File: src/rtl/rom_arbiter.sv
// rom_arbiter: shares one synchronous 32-bit ROM between an instruction-fetch
// port and a data-load port.
//
// Ports
//   clk, rst                    clock, asynchronous active-high reset
//   if_req_i / if_addr_i        fetch request and byte address (held until grant)
//   if_gnt_o                    fetch request accepted this cycle
//   if_rvalid_o / if_rdata_o    fetch response pulse and word, one cycle after grant
//   if_err_o                    fetch response is an error (qualified by rvalid)
//   d_*                         data-load port, same meaning as the fetch port
//   mem_en_o / mem_addr_o       ROM read strobe and word index
//   mem_rdata_i                 ROM read word, valid one cycle after mem_en_o
//
// Data wins contention until fetch has waited through STARVE_LIMIT consecutive
// data grants; fetch then takes the next slot.
module rom_arbiter #(
  parameter int unsigned DEPTH_WORDS  = 16384,
  parameter int unsigned STARVE_LIMIT = 2
) (
  input  logic                           clk,
  input  logic                           rst,
  input  logic                           if_req_i,
  input  logic [31:0]                    if_addr_i,
  output logic                           if_gnt_o,
  output logic                           if_rvalid_o,
  output logic [31:0]                    if_rdata_o,
  output logic                           if_err_o,
  input  logic                           d_req_i,
  input  logic [31:0]                    d_addr_i,
  output logic                           d_gnt_o,
  output logic                           d_rvalid_o,
  output logic [31:0]                    d_rdata_o,
  output logic                           d_err_o,
  output logic                           mem_en_o,
  output logic [$clog2(DEPTH_WORDS)-1:0] mem_addr_o,
  input  logic [31:0]                    mem_rdata_i
);

  localparam int unsigned AW    = $clog2(DEPTH_WORDS);
  localparam logic [1:0]  LIMIT = 2'(STARVE_LIMIT);

  typedef enum logic [1:0] {
    OWN_NONE,
    OWN_IF,
    OWN_D
  } owner_e;

  owner_e          gnt_sel;
  owner_e          owner_q, owner_d;
  logic            err_q, err_d;
  logic [1:0]      starve_q, starve_d;
  logic [AW-1:0]   mem_addr_q, mem_addr_d;
  logic [31:0]     if_rdata_q, d_rdata_q;
  logic [31:0]     sel_addr;
  logic            sel_legal;
  logic [31:0]     resp_data;

  function automatic logic addr_legal(input logic [31:0] a);
    return (a[1:0] == 2'b00) && ({2'b00, a} < (34'(DEPTH_WORDS) << 2));
  endfunction

  // Arbitration and ROM strobe; grants are forced low while rst is high so the
  // outputs clear asynchronously along with the registers.
  always_comb begin
    gnt_sel = OWN_NONE;
    if (!rst) begin
      if (if_req_i && d_req_i) gnt_sel = (starve_q == LIMIT) ? OWN_IF : OWN_D;
      else if (if_req_i)       gnt_sel = OWN_IF;
      else if (d_req_i)        gnt_sel = OWN_D;
    end

    sel_addr   = (gnt_sel == OWN_IF) ? if_addr_i : d_addr_i;
    sel_legal  = (gnt_sel != OWN_NONE) && addr_legal(sel_addr);

    if_gnt_o   = (gnt_sel == OWN_IF);
    d_gnt_o    = (gnt_sel == OWN_D);
    mem_en_o   = sel_legal;
    mem_addr_d = sel_legal ? sel_addr[AW+1:2] : mem_addr_q;
    mem_addr_o = mem_addr_d;

    owner_d    = gnt_sel;
    err_d      = (gnt_sel != OWN_NONE) && !sel_legal;

    // Counts data grants that fetch sat through; any idle-fetch cycle restarts it.
    if (!if_req_i || gnt_sel == OWN_IF)           starve_d = '0;
    else if (gnt_sel == OWN_D && starve_q != LIMIT) starve_d = 2'(starve_q + 2'd1);
    else                                           starve_d = starve_q;
  end

  // Response routing depends only on the registered owner of the in-flight read;
  // the idle port keeps presenting its last word.
  always_comb begin
    resp_data   = err_q ? '0 : mem_rdata_i;
    if_rvalid_o = (owner_q == OWN_IF);
    d_rvalid_o  = (owner_q == OWN_D);
    if_err_o    = if_rvalid_o && err_q;
    d_err_o     = d_rvalid_o && err_q;
    if_rdata_o  = if_rvalid_o ? resp_data : if_rdata_q;
    d_rdata_o   = d_rvalid_o ? resp_data : d_rdata_q;
  end

  always_ff @(posedge clk or posedge rst) begin
    if (rst) begin
      owner_q    <= OWN_NONE;
      err_q      <= 1'b0;
      starve_q   <= '0;
      mem_addr_q <= '0;
      if_rdata_q <= '0;
      d_rdata_q  <= '0;
    end else begin
      owner_q    <= owner_d;
      err_q      <= err_d;
      starve_q   <= starve_d;
      mem_addr_q <= mem_addr_d;
      if_rdata_q <= if_rdata_o;
      d_rdata_q  <= d_rdata_o;
    end
  end

endmodule

File: config.mk
export PLATFORM = sky130hd
export DESIGN_NAME = rom_arbiter
export DESIGN_NICKNAME = d
export VERILOG_FILES = /design/src/rtl/rom_arbiter.sv
export SDC_FILE = /design/constraint.sdc
export NUM_CORES = 1
export LEC_CHECK = 0
export BUFFER_PORTS_ARGS = -buffer_cell sky130_fd_sc_hd__buf_2
export CORE_MARGIN = 5
export CORE_UTILIZATION = 45
export DETAILED_ROUTE_END_ITERATION = 16
export PLACE_DENSITY = 0.77
export SYNTH_ARGS = -nofsm -noshare
export SYNTH_HDL_FRONTEND = slang
export SYNTH_SLANG_ARGS = --single-unit
export TNS_END_PERCENT = 5
File: constraint.sdc
create_clock -name clk -period 6.4 [get_ports clk]
set_input_delay 0 -clock clk [delete_from_list [all_inputs] [get_ports clk]]
set_output_delay 0 -clock clk [all_outputs]
set_load 0.01 [all_outputs]
# After elaboration in Yosys (flattened, before gate mapping)
# Index checks and enable logic that the tools add are counted.
[totals] elab_cells=39 reg_bits=83 in_bits=100 out_inout_bits=85
[classes] n_lt_le_gt_ge=1 reduce_logical=13 eq_ne=6 n_addsub=1 mux=12
[ops] operator="$mux 32" count=4
[ops] operator="$lt 32x17->1 const B" count=1
[ops] operator="$mux 14" count=1
[ops] operator="$mux 2" count=7
[ops] operator="$logic_and 1x1->1" count=7
[ops] operator="$eq 2x2->1 const B" count=3
[ops] operator="$eq 2x1->1 const B" count=2
[ops] operator="$reduce_bool 2->1" count=2
[ops] operator="$add 2x1->2 const B" count=1
[ops] operator="$logic_not 1->1" count=2
[ops] operator="$logic_not 2->1" count=1
[ops] operator="$ne 2x2->1 const B" count=1
[ops] operator="$logic_or 1x1->1" count=1

# Logic depth before layout (Yosys ltp)
# Gate-level depths: netlist of the first run.
[depth] ltp_word=11 ltp_mapped=9 mapped_depth_nobuf=7

# Worst setup path before layout of the first run
# No wires, ideal clock.
[synth_path] path_type="input to register" startpoint="in rst" endpoint="reg mem_addr_q[10]" setup_ps=133 required_time_ps=6267 path_stages=6 n_path_buf=1 path_slack_ps=3655 arrival_ps=2612 path_cell_list="inv_2 -> o21ai_0 -> or2_2 -> o32ai_4 -> buf_12 -> mux2_4"
[synth_via] elab_chain_len=7 word_cells_on_any_way=9 classes_between="1 x order compare; 1 x eq/ne; 3 x mux; 4 x reduce/logical"
[synth_lines] element="from (decl)" line="21" text="input logic rst,"
[synth_lines] element="$mux 2 *" line="66" text="if (!rst) begin"
[synth_lines] element="$eq 2x1->1" line="72" text="sel_addr = (gnt_sel == OWN_IF) ? if_addr_i : d_addr_i;"
[synth_lines] element="$mux 32" line="72"
[synth_lines] element="$lt 32x17->1 / $logic_not 2->1 (equally long branches)" line="59" text="return (a[1:0] == 2'b00) && ({2'b00, a} < (34'(DEPTH_WORDS) << 2));"
[synth_lines] element="$logic_and 1x1->1" line="59"
[synth_lines] element="$logic_and 1x1->1" line="73" text="sel_legal = (gnt_sel != OWN_NONE) && addr_legal(sel_addr);"
[synth_lines] element="$mux 14 *" line="78" text="mem_addr_d = sel_legal ? sel_addr[AW+1:2] : mem_addr_q;"
[synth_lines] element="net mem_addr_o[10]" line="35" text="output logic [$clog2(DEPTH_WORDS)-1:0] mem_addr_o,"
[synth_lines] element="to (signal assigned)" line="114" text="mem_addr_q <= mem_addr_d;"
[synth_lines] element="to (decl)" line="52" text="logic [AW-1:0] mem_addr_q, mem_addr_d;"
# The timed path passes the listed nets; every way through them passes the cells marked *.
# A chain may end at the register's enable or synchronous reset.

# Worst setup path in the final report of the first run
[layout_path] startpoint="in rst" endpoint="out mem_addr_o[1]"
[layout_via] elab_chain_len=7 word_cells_on_any_way=9 classes_between="1 x order compare; 1 x eq/ne; 3 x mux; 4 x reduce/logical"
[layout_lines] element="$mux 2 *" line="66"
[layout_lines] element="$eq 2x1->1" line="72"
[layout_lines] element="$mux 32" line="72"
[layout_lines] element="$lt 32x17->1 / $logic_not 2->1 (equally long branches)" line="59"
[layout_lines] element="$logic_and 1x1->1" line="59"
[layout_lines] element="$logic_and 1x1->1" line="73"
[layout_lines] element="$mux 14 *" line="78"
[layout_lines] element="to (decl)" line="35"
# Every way passes the cells marked *; elsewhere a longest branch is shown, timed or not.

==> metrics, run 1 <==
post-synthesis sequential area ratio 0.592; Mapped Area 0.00351 mm²; Placement Setup Slack around 3.3 ns; XOR/XNOR share of the synthesized area 0; Required @ worst endpoint 6.40 ns; share of layout cells above drive strength 1 0.427; Final nets 648; Synth Area in Compound Gates 0.107; RSZ-0062 raised after global routing no; Die W 98.3 µm; Clock Sinks 83; DR vias 3217; vias in the first global route 3412; Routed WL per cell 15.4 µm; FFs w/ async S/R, synth 1.00; global-route wire length before repair 16.5 mm; Register Area 0.00208 mm²; pwr dens ~260 mW/mm²; Post-Synth Simple-Gate Area 0.165; Combinational Power Share 0.217; Post-Route Skew just under 0.008 ns; Hold-fix buffers, CTS 33; largest net degree at the start of global routing 67; Netlist cell types 28; Rows 32; Initial Util 0.459; final worst-path cycle share 0.555; gp weighted congestion about 0.86; count of final setup violators 0; adder-cell share of the synthesized area 0.00357; post_cts resized 0; leak pwr between 2 and 3 nW; flops & latches, synth 83; main combinational cell family by area after synthesis simple AND/OR/NAND/NOR gates; final worst setup slack ~2.8 ns; synthesized area per cell 10.4 µm²; Post-synth EDFFs 0; Worst-Skew Late Latency between 0.3 and 0.4 ns; CP endpoint kind output port; crit path DAT 3.55 ns; crit start category input pin; I/O Buffers 184; worst-case reg-to-reg path depth 7; multi-input logic area 0.00133 mm²; Max Fclk about 280 MHz; Clock power frac 0.321; final HPWL from detailed placement 7.31 mm; Setup Fix Bufs, Post-CTS 0; Switching Power 0.000363 W; CTS tree done; initial antenna violation count 0; crit path kind input pin to output port; Initial DRT Pass Iterations 5; worst-path maximum fanout 46; Num CTS Buffers 9; Slew Viols, Final 0; Hold Vio Cnt, Final 0; synth warn 0; Main synth FF type dfrtp_1; Final Core Density 0.659; H-tree levels 3; syn nets 439; Post-Route WL 10.1 mm; commonest non-fill, non-tap cell in the layout buf_2; area delta synth->final 43.5%; fin cells around 650; minimum clock period around 3.6 ns; status finished clean; Hold WC Path Type input pin to flop; clock root buffer clkbuf_8; Sw Ratio 0.273; Hold Path Depth 5; Max Root-Sink Buffers 2; mux cell area share after synthesis 0.101; I/O pins 185; Clk pin slew, worst setup/hold paths 0.08 ns; full die area 0.00966 mm²; most frequent cells in the layout buf_2, nand2_1, dfrtp_1; placeable core area around 0.0076 mm²; All-Layer GR Usage 0.212; via/cell ratio 4.93; R2R setup slack 3.52 ns; Ant. Diodes 0; Setup TNS 0 ns; Int Pwr between 0.0009 and 0.001 W; DRC viols 0; Flop pwr share 0.462; Worst-Margin Slew 1.09 ns; FILL cells 599; Inst Count DP 605; worst rel slew slack 0.276; VDD IR-drop max 0.000117 V; Post-DRT Antenna Nets 0; Die Y 98.3 µm; Initial DRC Count 127; max-cap viol count 0; Mapped Cells 338; GRT Residual Overflow 0
==> layer usage <==
metal	track usage	routed length, µm	up-vias
met5	0	0	-
met4	0.0662	201	0
met3	0.0757	845	16
met2	0.376	5200	155
met1	0.239	3820	1485
li1	-	-	1561
==> power groups by stage <==
stage / sequential, W / clock, W / combinational (W)
2_1_floorplan: 0.000620 / 0 / 0.000143
3_3_place_gp: 0.000622 / 0 / 0.000269
4_1_cts: 0.000615 / 0.000442 / 0.000291
3_5_place_dp: 0.000625 / 0 / 0.000275
6_report: 0.000615 / 0.000428 / 0.000289
5_1_grt: 0.000622 / 0.000468 / 0.000323
==> final timing paths <==
path                                           from                       end
setup / recovery                                rst             mem_addr_o[1]
hold / removal                        if_addr_i[24]           err_q$_DFF_PP0_
setup reg to reg            starve_q[0]$_DFFE_PP0P_   mem_addr_q[1]$_DFF_PP0_
hold reg to reg            if_rdata_q[19]$_DFF_PP0_  if_rdata_q[19]$_DFF_PP0_
max in group asynchronous                       rst  if_rdata_q[21]$_DFF_PP0_
min in group asynchronous                       rst   mem_addr_q[1]$_DFF_PP0_
==> final cells by class <==
cell class,count,share of cell area
Sequential cell,83,0.412
Clock buffer,9,0.0246
Clock inverter,5,0.0206
Tap cell,102,0.0253
Multi-Input combinational cell,230,0.263
Timing Repair Buffer,218,0.250
Inverter,5,0.00398
==> cell usage after synthesis, drive strengths merged (2+ instances only) <==
| library cell | instances | area share |
|---|---|---|
| a21oi | 2 | 0.0029 |
| and3 | 4 | 0.0071 |
| buf | 5 | 0.010 |
| clkbuf | 15 | 0.016 |
| dfrtp | 83 | 0.59 |
| inv | 4 | 0.0043 |
| mux2 | 28 | 0.10 |
| nand2 | 98 | 0.10 |
| nand2b | 4 | 0.0071 |
| nand4 | 3 | 0.0054 |
| nor2 | 4 | 0.0043 |
| nor2b | 2 | 0.0036 |
| nor3 | 4 | 0.0089 |
| nor4 | 8 | 0.014 |
| o21ai | 66 | 0.094 |
| or4 | 2 | 0.0054 |
==> stage by stage <==
stage	total power (W)	area (µm²)	hold slack, ns
2_1_floorplan	0.000762	3510	0.138
3_3_place_gp	0.000891	4480	0.166
3_5_place_dp	0.000900	4480	0.179
4_1_cts	0.00135	5040	0.00180
5_1_grt	0.00141	5040	0.00873
6_report	0.00133	5040	0.0246
==> flip-flops by register name (all words and copies together) (netlist names) <==
name and flops:
if_rdata_q 32, d_rdata_q 32, owner_q 2, mem_addr_q 14, starve_q 2, err_q 1
==> cell families after synthesis <==
family,Yosys count
adder cells (fa/ha/maj),1
flip-flops,83
AO/OA/AOI/OAI,70
multiplexers,28
AND/OR/NAND/NOR,131
buffers and inverters,25
==> critical path, stage by stage <==
cell and delay [ns]:
dlygate4sd3_1 0.54, buf_2 0.15, clkinv_2 0.57, and3_1 0.64
nand2b_1 0.31, o32ai_4 0.76, mux2_2 0.43, buf_2 0.14
Power figures use the tool's default switching activity.
==> run 2: changes to the inputs <==
- ABC_AREA: unset -> 1
- PLACE_DENSITY: 0.77 -> 0.75
- clock period: 6.4 -> 3.49 ns (I/O delays scaled with it)
==> metrics, run 2 <==
Post-DRT Antenna Nets 0 (unchanged); mux cell area share after synthesis 0 (-0.101); Synth Area in Compound Gates 0.00923 (-0.0974); area delta synth->final 39.7%; full die area 0.0104 mm² (+7.4%); FFs w/ async S/R, synth 1.00 (unchanged); placeable core area 0.00822 mm² (+7.4%); crit path DAT 2.51 ns (-1.04 ns); Initial Util 0.462 (+0.00324); worst-path maximum fanout 16 (-65%); post-synthesis sequential area ratio 0.547 (-0.0449); vias in the first global route 3997 (+17%); Mapped Area 0.00380 mm² (+8.2%); GRT Residual Overflow 0 (unchanged); Die Y 102 µm (+3.6%); Clock Sinks 83 (unchanged); VDD IR-drop max 0.000232 V (+98%); wl on met1 4.64 mm (+22%); Setup TNS 0 ns (unchanged); CTS tree done; DR vias 3862 (+20%); Post-synth EDFFs 0 (unchanged); fin cells 833 (+28%); Main synth FF type dfrtp_1; share of layout cells above drive strength 1 0.297 (-0.131); RSZ-0062 raised after global routing no; Die W 102 µm (+3.6%); Max Root-Sink Buffers 2 (unchanged); cell taking the most area after synthesis dfrtp_1; DRC viols 0 (unchanged); Initial DRC Count 162 (+28%); largest net degree at the start of global routing 85 (+27%); max-cap viol count 0 (unchanged); crit start category flop; I/O pins 185 (unchanged); Final nets 824 (+27%); Num CTS Buffers 9 (unchanged); highest metal layer with signal wires met4; I/O Buffers 184 (unchanged); final HPWL from detailed placement 7.85 mm (+7.4%); most frequent cells in the layout nand2_1, buf_2, dfrtp_1; Post-Route Skew 0.0101 ns (+0.00228 ns); top flop regs d_rdata_q (32), if_rdata_q (32), mem_addr_q (14); synthesized area per cell 7.43 µm² (-28%); DR WL met3 890 µm (+5.3%); syn nets 612 (+39%); worst rel slew slack 0.209 (-0.0675); via/cell ratio 4.64 (-6.0%); Post-Route WL 11.4 mm (+13%); most common cell in the netlist nand2_1; commonest non-fill, non-tap cell in the layout nand2_1; initial antenna violation count 0 (unchanged); Final Core Density 0.645 (-0.0132); XOR/XNOR share of the synthesized area 0 (unchanged); Rows 33 (+3.1%); synth warn 0 (unchanged); placed cell area 0.00478 mm² (+6.8%); DR WL met2 5.57 mm (+7.1%); Hold WC Path Type input pin to flop; minimum clock period 2.51 ns; adder-cell share of the synthesized area 0.00330 (-0.000270); leak pwr 3.29 nW (+23%); Inst Count DP 782 (+29%); Setup Fix Bufs, Post-CTS 0 (unchanged); Netlist cell types 21 (-25%); clock root buffer clkbuf_8; Mapped Cells 511 (+51%); Worst-Margin Slew 1.18 ns (+0.0933 ns); flops & latches, synth 83 (unchanged); CP endpoint kind output port; count of final setup violators 0 (unchanged); synth top area cells dfrtp_1, nand2_1, nor2_1; Worst-Skew Late Latency 0.35 ns (+0.02 ns); gp weighted congestion 0.915 (+6.2%); status finished clean; pwr dens 435 mW/mm² (+64%); H-tree levels 3 (unchanged); Ant. Diodes 0 (unchanged); Clk pin slew, worst setup/hold paths 0.08 ns (about the same); Initial DRT Pass Iterations 4 (-1); post_cts resized 0 (unchanged); most frequent cells after synthesis nand2_1, dfrtp_1, nor2_1; main combinational cell family by area after synthesis simple AND/OR/NAND/NOR gates; Post-Synth Simple-Gate Area 0.373 (+0.208); Routed WL per cell 13.7 µm (-11%); Hold Vio Cnt, Final 0 (unchanged); final worst-path cycle share 0.718; Hold-fix buffers, CTS 34 (+3.0%); Max Fclk 399 MHz; Required @ worst endpoint 3.49 ns (-2.91 ns); crit path kind flop to output port; share of Yosys cell area claimed by the top area cell type 0.547 (-0.0449); Slew Viols, Final 0 (unchanged); global-route wire length before repair 18.3 mm (+11%); All-Layer GR Usage 0.226 (+0.0135); final instance area 0.00530 mm² (+5.3%)
-- run 2: kinds of logic after synthesis --
kind of cell / Yosys count
AOI/OAI and AO/OA: 5
adders and majority gates: 1
buffers and inverters: 64
DFF: 83
and+or+nand+nor: 358
-- run 2: metrics by stage --
step	hold slack, ns	power, W	setup slack [ns]
floorplan	0.0503	0.00143	1.42
global placement	0.271	0.00167	1.52
detailed placement	0.289	0.00169	1.47
CTS	0.0000296	0.00233	0.966
global route	0.00795	0.00245	0.749
finish	0.00529	0.00231	0.985
-- run 2: final timing paths --
kind                                         start                        to  slack, ns  cells past startpoint
min in group asynchronous                      rst  if_rdata_q[29]$_DFF_PP0_       0.58                      4
max in group asynchronous                      rst   mem_addr_q[0]$_DFF_PP0_       2.22                      4
hold / removal                      mem_rdata_i[0]   if_rdata_q[0]$_DFF_PP0_      0.005                      5
hold reg to reg            mem_addr_q[9]$_DFF_PP0_   mem_addr_q[9]$_DFF_PP0_       0.47                      2
setup / recovery           starve_q[0]$_DFFE_PP0P_            mem_addr_o[13]       0.98                     10
setup reg to reg           starve_q[0]$_DFFE_PP0P_  mem_addr_q[13]$_DFF_PP0_       1.40                      9
-- run 2: power by group --
part / leakage (nW) / total, W / internal [W] / switching [W]
clock: 0.0863 / 0.000612 / 0.000278 / 0.000335
combinational: 2.13 / 0.000565 / 0.000229 / 0.000336
sequential: 1.08 / 0.00113 / 0.00109 / 0.0000419
total: 3.29 / 0.00231 / 0.00159 / 0.000713
-- run 2: final cells by class --
class                   instances  area [µm²]
well taps                     105         131
flip-flops and latches         83        2080
clock buffers                  12         145
multi-input cells             364        1470
repair buffers                222        1290
inverters                      43         163
clock inverters                 4        26.3
fillers                       714        2910
-- run 2: critical path, cell delays in order, from the launching register on --
cell           delay (ns)
dfrtp_1              0.37
inv_1                0.09
ha_1                 0.22
nor2_1               0.12
nor2_4               0.31
nand2_1              0.09
nand2_1              0.08
dlygate4sd3_1        0.54
nand3_1              0.07
nand2_1              0.14
buf_2                0.14
-- run 2: metal layers --
layer  GRT usage  vias up
li1            -     1939
met1       0.270     1737
met2       0.389      161
met3      0.0546       25
met4      0.0989        0
met5           0        -
